**src/rtl/fsk_measurement_sequencer.sv**
```systemverilog
// fsk_measurement_sequencer
//   Runs one frequency_analyzer per FSK symbol window. Each window clears the
//   analyzer, enables it for a fixed gate time, and latches its two tick sums.
//   It then decides the symbol and offers it downstream on a valid/ready port.
//
// Ports
//   clock            system clock, rising edge
//   clear            asynchronous active-low reset
//   start            begin a sequence (honoured in IDLE only)
//   abort            abandon the current sequence, return to IDLE
//   continuous       1 = start a new window automatically after each transfer
//   f0_value/f1_value analyzer FREQUENCY0/FREQUENCY1 tick sums
//   analyzer_enable  analyzer enable
//   analyzer_clear   analyzer clear, active-low
//   busy             high in every state except IDLE
//   result_valid     symbol/flags/sums are valid
//   result_ready     downstream accepts the result
//   symbol           decided symbol (0 = FREQUENCY0, 1 = FREQUENCY1)
//   symbol_error     no valid decision for this window
//   f0_sum/f1_sum    latched analyzer sums
//   window_count     accepted results, wraps at 16 bits
module fsk_measurement_sequencer #(
    parameter int unsigned WINDOW_TICKS      = 5000,
    parameter int unsigned CLEAR_TICKS       = 2,
    parameter int unsigned MIN_TICKS         = 1000,
    parameter int unsigned DOMINANCE_PERCENT = 75
) (
    input  logic        clock,
    input  logic        clear,
    input  logic        start,
    input  logic        abort,
    input  logic        continuous,
    input  logic [31:0] f0_value,
    input  logic [31:0] f1_value,
    output logic        analyzer_enable,
    output logic        analyzer_clear,
    output logic        busy,
    output logic        result_valid,
    input  logic        result_ready,
    output logic        symbol,
    output logic        symbol_error,
    output logic [31:0] f0_sum,
    output logic [31:0] f1_sum,
    output logic [15:0] window_count
);

    typedef enum logic [2:0] {
        S_IDLE,
        S_CLEAR,
        S_MEASURE,
        S_LATCH,
        S_DECIDE,
        S_HOLD
    } state_t;

    state_t      state_reg, state_next;
    logic [31:0] tick_reg, tick_next;
    logic        transfer;

    // Decision datapath, evaluated from the latched sums during DECIDE.
    logic [32:0] total_sum;
    logic [31:0] winner;
    logic [39:0] winner_prod;
    logic [39:0] total_prod;
    logic        decide_symbol;
    logic        decide_error;

    // A transfer needs the registered valid; abort in the same cycle cancels it.
    assign transfer = (state_reg == S_HOLD) && result_valid && result_ready && !abort;

    always_comb begin
        state_next = state_reg;
        tick_next  = tick_reg + 32'd1;
        case (state_reg)
            S_IDLE: begin
                tick_next = 32'd0;
                if (start && !abort) state_next = S_CLEAR;
            end
            S_CLEAR: begin
                if (tick_reg == 32'(CLEAR_TICKS - 1)) begin
                    state_next = S_MEASURE;
                    tick_next  = 32'd0;
                end
            end
            S_MEASURE: begin
                if (tick_reg == 32'(WINDOW_TICKS - 1)) begin
                    state_next = S_LATCH;
                    tick_next  = 32'd0;
                end
            end
            S_LATCH:  state_next = S_DECIDE;
            S_DECIDE: state_next = S_HOLD;
            S_HOLD: begin
                tick_next = 32'd0;
                if (transfer) state_next = continuous ? S_CLEAR : S_IDLE;
            end
            default: state_next = S_IDLE;
        endcase
        if (abort && state_reg != S_IDLE) begin
            state_next = S_IDLE;
            tick_next  = 32'd0;
        end
    end

    always_comb begin
        total_sum     = {1'b0, f0_sum} + {1'b0, f1_sum};
        winner        = (f1_sum > f0_sum) ? f1_sum : f0_sum;
        winner_prod   = 40'(winner) * 40'd100;
        total_prod    = 40'(total_sum) * 40'(DOMINANCE_PERCENT);
        // Equal sums fall through to symbol 0 because f1_sum > f0_sum is false.
        decide_symbol = (total_sum >= 33'(MIN_TICKS)) && (f1_sum > f0_sum);
        decide_error  = (total_sum < 33'(MIN_TICKS)) || (f0_sum == f1_sum) ||
                        (winner_prod < total_prod);
    end

    always_ff @(posedge clock or negedge clear) begin
        if (!clear) begin
            state_reg       <= S_IDLE;
            tick_reg        <= 32'd0;
            analyzer_enable <= 1'b0;
            analyzer_clear  <= 1'b0;
            busy            <= 1'b0;
            result_valid    <= 1'b0;
            symbol          <= 1'b0;
            symbol_error    <= 1'b0;
            f0_sum          <= 32'd0;
            f1_sum          <= 32'd0;
            window_count    <= 16'd0;
        end else begin
            state_reg       <= state_next;
            tick_reg        <= tick_next;
            analyzer_enable <= (state_next == S_MEASURE);
            analyzer_clear  <= (state_next != S_CLEAR);
            busy            <= (state_next != S_IDLE);
            // Valid rises on the second HOLD cycle, once symbol/flags have
            // been registered, and drops on the transfer or abort edge.
            result_valid    <= (state_reg == S_HOLD) && (state_next == S_HOLD);
            // Guarded by the next state so an abort leaves the previous
            // result's sums and flags untouched.
            if (state_reg == S_LATCH && state_next == S_DECIDE) begin
                f0_sum <= f0_value;
                f1_sum <= f1_value;
            end
            if (state_reg == S_DECIDE && state_next == S_HOLD) begin
                symbol       <= decide_symbol;
                symbol_error <= decide_error;
            end
            if (transfer) window_count <= window_count + 16'd1;
        end
    end

endmodule

```
**config.mk**
```make
export PLATFORM = sky130hd
export DESIGN_NAME = fsk_measurement_sequencer
export DESIGN_NICKNAME = d
export VERILOG_FILES = /design/src/rtl/fsk_measurement_sequencer.sv
export SDC_FILE = /design/constraint.sdc
export NUM_CORES = 1
export LEC_CHECK = 0
export CORE_ASPECT_RATIO = 1.2
export CORE_MARGIN = 2
export CORE_UTILIZATION = 40
export DETAILED_ROUTE_END_ITERATION = 16
export PLACE_DENSITY = 0.56
export REMOVE_ABC_BUFFERS = 1
export SYNTH_ARGS = -nofsm -noshare
export SYNTH_HDL_FRONTEND = slang
export SYNTH_SLANG_ARGS = --single-unit
```
**constraint.sdc**
```tcl
create_clock -name clock -period 9.8 [get_ports clock]
set_input_delay 1.96 -clock clock [delete_from_list [all_inputs] [get_ports clock]]
set_output_delay 1.96 -clock clock [all_outputs]
set_load 0.02 [all_outputs]
```
Word level (Yosys, flattened, before mapping) --
Index checks and enable logic that the tools add are counted.
Storage, ports and cells: flip-flop bits (word level) 121, output and inout bits 86
Operators by class: $add $sub $neg 3, multiply operators 2, magnitude comparators 4, eq/ne operators 12, muxes and demuxes 12, reductions and logical operators 16
Operator list (number):
- 32-bit 2-to-1 mux | 4
- 32-bit case mux with 3 select lines | 1
- 39-bit by 40-bit < comparator with 1-bit output | 1
- 33-bit by 7-bit multiplier with 40-bit output, second input constant | 1
- 32-bit by 5-bit multiplier with 37-bit output, second input constant | 1
- 32-bit by 32-bit adder with 33-bit output | 1
- 33-bit by 10-bit >= comparator with 1-bit output, second input constant | 1
- 33-bit by 10-bit < comparator with 1-bit output, second input constant | 1
- 32-bit by 1-bit adder with 32-bit output, second input constant | 1
- 32-bit by 1-bit equality test with 1-bit output, second input constant | 1
- 32-bit by 13-bit equality test with 1-bit output, second input constant | 1
- 32-bit equality test | 1
- 32-bit > comparator | 1
- 3-bit case mux with 6 select lines | 1
- 16-bit by 1-bit adder with 16-bit output, second input constant | 1
- 3-bit 2-to-1 mux | 5
- 3-bit equality test, second input constant | 4
- 3-bit by 2-bit equality test with 1-bit output, second input constant | 3
- 1-bit logical AND | 9
- 3-bit nonzero test | 2
- 3-bit by 1-bit equality test with 1-bit output, second input constant | 1
- 3-bit zero test | 1
- 3-bit by 1-bit inequality test with 1-bit output, second input constant | 1
- 1-bit logical OR | 2
- other kinds (3) | 3

Depth between registers and ports, before layout --
Gate-level depths: netlist of run 1.
depth after elaboration 9, mapped depth 42

Worst setup path before layout of run 1 --
Ideal clock, no wire load.
kind reg-to-reg, start register f0_sum[0], end register symbol_error, arrival 7.864 ns, setup slack 1.805 ns, stages on the path, launching flop included 39, path through dfrtp_1 ha_1 inv_1 fa_1 o21bai_1 a2111oi_0 o31ai_2 a21oi_1 o21bai_1 xor2_1 inv_1 ha_1 ha_1 fa_1 inv_1 fa_1 inv_1 ha_1 [... 3 more ...] o311a_1 or4_4 a21oi_4 o21bai_2 a21bo_4 nor2_1 xor2_1 ha_1 nand2_1 nor3_1 nand2_1 o21ai_0 a21oi_1 o21ai_0 nor2_1 nor4_1 nor3_1 or3_1
Between the ends: word-level cells in the longest chain between the ends 5
RTL lines:
- start, declared | RTL line 42 | output logic [31:0] f0_sum,
- start signal, assigned | RTL line 141 | f0_sum <= f0_value;
- 32-bit > comparator | RTL line 107 | winner = (f1_sum > f0_sum) ? f1_sum : f0_sum;
- 32-bit 2-to-1 mux | RTL line 107
- 32-bit by 5-bit multiplier with 37-bit output | RTL line 108 | winner_prod = 40'(winner) * 40'd100;
- 39-bit by 40-bit < comparator with 1-bit output | RTL line 113 | (winner_prod < total_prod);
- 1-bit logical OR * | RTL line 112 | decide_error = (total_sum < 33'(MIN_TICKS)) || (f0_sum == f1_sum) ||
- end signal, assigned | RTL line 146 | symbol_error <= decide_error;
- end, declared | RTL line 41 | output logic symbol_error,
Every way passes the cells marked *; elsewhere a longest branch is shown, timed or not. A chain may end at the register's enable or synchronous reset.

Worst setup path after layout of run 1 --
Same ends and word-level chain as after synthesis.

==> results of run 1 <==
-- area by class of cell --
type | instances | area (um2)
Clock buffer | 20 | 467
Clock inverter | 12 | 140
Fill cell | 4021 | 21500
Inverter | 361 | 1360
Multi-Input combinational cell | 1398 | 12100
Sequential cell | 121 | 3030
Tap cell | 539 | 674
Timing Repair Buffer | 161 | 1590
-- kinds of logic (layout without fill, tap and decap cells) --
family / count (synthesis) / count (layout) / share of synthesized area (%)
AO/OA/AOI/OAI: 364 / 364 / 14.1
XOR/XNOR: 142 / 142 / 7.51
adder cells (fa/ha/maj): 400 / 400 / 34.0
buffers and inverters: 394 / 554 / 8.94
flip-flops: 121 / 121 / 18.3
multiplexers: 70 / 70 / 4.60
AND/OR/NAND/NOR: 422 / 422 / 12.5
-- cells in the mapped netlist (27+ instances only) --
library cell,number,share of area [%]
dfrtp_1,121,18
a21o_1,43,1.9
nor2_1,118,2.7
fa_1,84,10
o21ai_0,87,2.6
xor2_1,58,3.1
nand3_1,32,0.97
nor3_1,27,0.82
xnor2_1,84,4.4
mux2_2,49,3.3
clkbuf_1,31,0.70
nand4_1,31,1.2
a21oi_1,117,3.5
nand2_1,98,2.2
inv_1,360,8.2
ha_1,316,24
-- worst max path at each step --
stage               depth (start not counted)                  endpoint  slack (ps)                   from
global placement                           35  symbol_error$_DFFE_PN0P_         970  f0_sum[2]$_DFFE_PN0P_
CTS                                        38  symbol_error$_DFFE_PN0P_         700  f0_sum[0]$_DFFE_PN0P_
floorplan                                  38  symbol_error$_DFFE_PN0P_       -1010  f0_sum[9]$_DFFE_PN0P_
global route                               38  symbol_error$_DFFE_PN0P_          30  f0_sum[0]$_DFFE_PN0P_
detailed placement                         38  symbol_error$_DFFE_PN0P_         720  f0_sum[0]$_DFFE_PN0P_
finish                                     36  symbol_error$_DFFE_PN0P_         820  f0_sum[0]$_DFFE_PN0P_
-- stage by stage --
step | util, % | setup WS (ps) | TNS [ps] | cell area [um2] | hold slack, ps
after floorplan | - | -1010 | -1010 | 16400 | 461
after global placement | 45.8 | 965 | 0 | 18700 | 462
after detailed placement | 45.8 | 716 | 0 | 18700 | 461
after CTS | 47.3 | 696 | 0 | 19300 | 474
after global routing | 47.3 | 30.7 | 0 | 19300 | 495
final | 47.3 | 817 | 0 | 19300 | 466
-- critical path, delay by kind of cell, from the launching register on --
family                     cells  cell delay [ps]
adders and majority gates      8             2920
AOI/OAI and AO/OA             11             2490
and+or+nand+nor               11             2230
xor gates and xnor gates       2              490
DFF                            1              420
buffers and inverters          4              300
-- routing by layer --
metal / track usage (%) / wire (um)
met1: 24.0 / 18300
met2: 38.1 / 23200
met3: 3.10 / 1450
met4: 6.65 / 1310
met5: 0 / 0
-- repair_timing --
item	CTS	global route
endpoints found under the hold margin	0	0
gates resized for setup	0	1
setup endpoints to repair	0	1
==> results.md, run 1 <==
* Clock root buffer: clkbuf_16
* CP Data Required Time at 10110 ps
* Reg2Reg Depth at 36
* PortBufs at 155
* Vias in the first global route at 13325
* H-tree levels at 4
* Drt pass-1 iters at 6
* FMAX at around 110 MHz
* Max-slew violation count at 0
* Fin nets at between 2000 and 3000
* Final Hold Fails at 0
* Core box area at about 41000 um2
* Unrepaired setup endpoints after global routing: no
* Reg2reg end: symbol_error$_DFFE_PN0P_
* Post-CTS setup buffers at 0
* Clk sinks at approximately 120
* Post-synth EDFFs at 0
* Finished Layout Cells at ~2600
* Worst-Margin Slew at around 870 ps
* Area growth syn-to-layout at 16.7%
* Initial antenna violation count at 0
* Max cap viols at 0
* CP Capture Type: flip-flop
* Clock Skew at 14.0 ps
* Total wire length at 44200 um
* Worst hold stages at 1
* FF-to-FF setup slack at 820 ps
* Final period util at between 90 and 100%
* Rel. slew slack at 42.2%
* Dpl cells at roughly 2600
* N_diodes at 0
* Mean Syn Cell Area at between 8 and 9 um2
* Synth async-reset ratio at 100%
* Vias at between 10000 and 15000
* Clk buf depth at 2
* Cts hold-fix bufs at 0
* Seq/Total Area, Yosys at a little under a fifth
* Drt drc at 0
* Most used DFF post-synth: dfrtp_1
* Critical path data arrival time at 9290 ps
* Routed Antenna Nets at 0
* Largest net degree at the start of global routing at 69
* Minimum clock period at 8980 ps
* Crit-path slowest cell: or4_4
* Outcome: finished clean
* Setup crit start kind: flip-flop
* Commonest cells after routing, fill and taps aside: inv_1, ha_1, clkdlybuf4s50_1
* # IOs at between 150 and 200
* Worst-path clk slew at 70 ps
* Total GRT Usage at 20.5%
* GP Congestion at 0.898
* TritonCTS clock tree: yes
* Die Height at 227 um
* Hold Path Sink: window_count[15]$_DFFE_PN0P_
* Vias per std cell at 5.17
* Cell mode on critical path: ha_1
* Final setup viols at 0
* Initial Util at 40.6%
* TritonCTS buffer count at 17
* Hold Crit Class: reg -> reg
* Std cell rows at 81
* DRT iter0 DRCs at 627
* Critical path fanouts, max at 6
* Share of cells above drive strength 1 at between 5 and 6%
* GRT overflow at 0
* Commonest non-fill, non-tap cell in the layout: inv_1
* Latest clock arrival within the worst-skew pair at 430 ps
* Cell area after synthesis at approximately 17000 um2
* WL/cell at 16.9 um
* First-pass GRT wire length at 69600 um
* FF+latch count, synth at between 100 and 150
* Hold Crit Start: window_count[15]$_DFFE_PN0P_
* Critical R2R Launch: f0_sum[0]$_DFFE_PN0P_
* Crit path largest cell delay at 550 ps
* Setup Crit Path Kind: reg -> reg
* Die width at 190 um
* Cell count after synthesis at 1913
* Number of library cell types mapped by synthesis at 66
* Die area at 43100 um2
* Total of warnings raised by yosys at 0
* DP Wirelength at 37600 um
Power of run 1 is not shown: default switching activity piles up to over one toggle a cycle in this logic, so the estimate is an artifact.
==> run 2, diff against run 1 <==
--- a/config.mk
+++ b/config.mk
@@ -5,6 +5,7 @@
 export SDC_FILE = /design/constraint.sdc
 export NUM_CORES = 1
 export LEC_CHECK = 0
+export ABC_CLOCK_PERIOD_IN_PS = 9800
 export CORE_ASPECT_RATIO = 1.2
 export CORE_MARGIN = 2
 export CORE_UTILIZATION = 40
==> constraint.sdc (replaced) <==
create_clock -name clock -period 9.8 [get_ports clock]
set_input_delay 1.47 -clock clock [delete_from_list [all_inputs] [get_ports clock]]
set_output_delay 1.47 -clock clock [all_outputs]
set_load 0.02 [all_outputs]
==> results of run 2 <==
The final DEF is identical to that of run 1. Status: finished clean.
Power of run 2 is left out for the same reason.
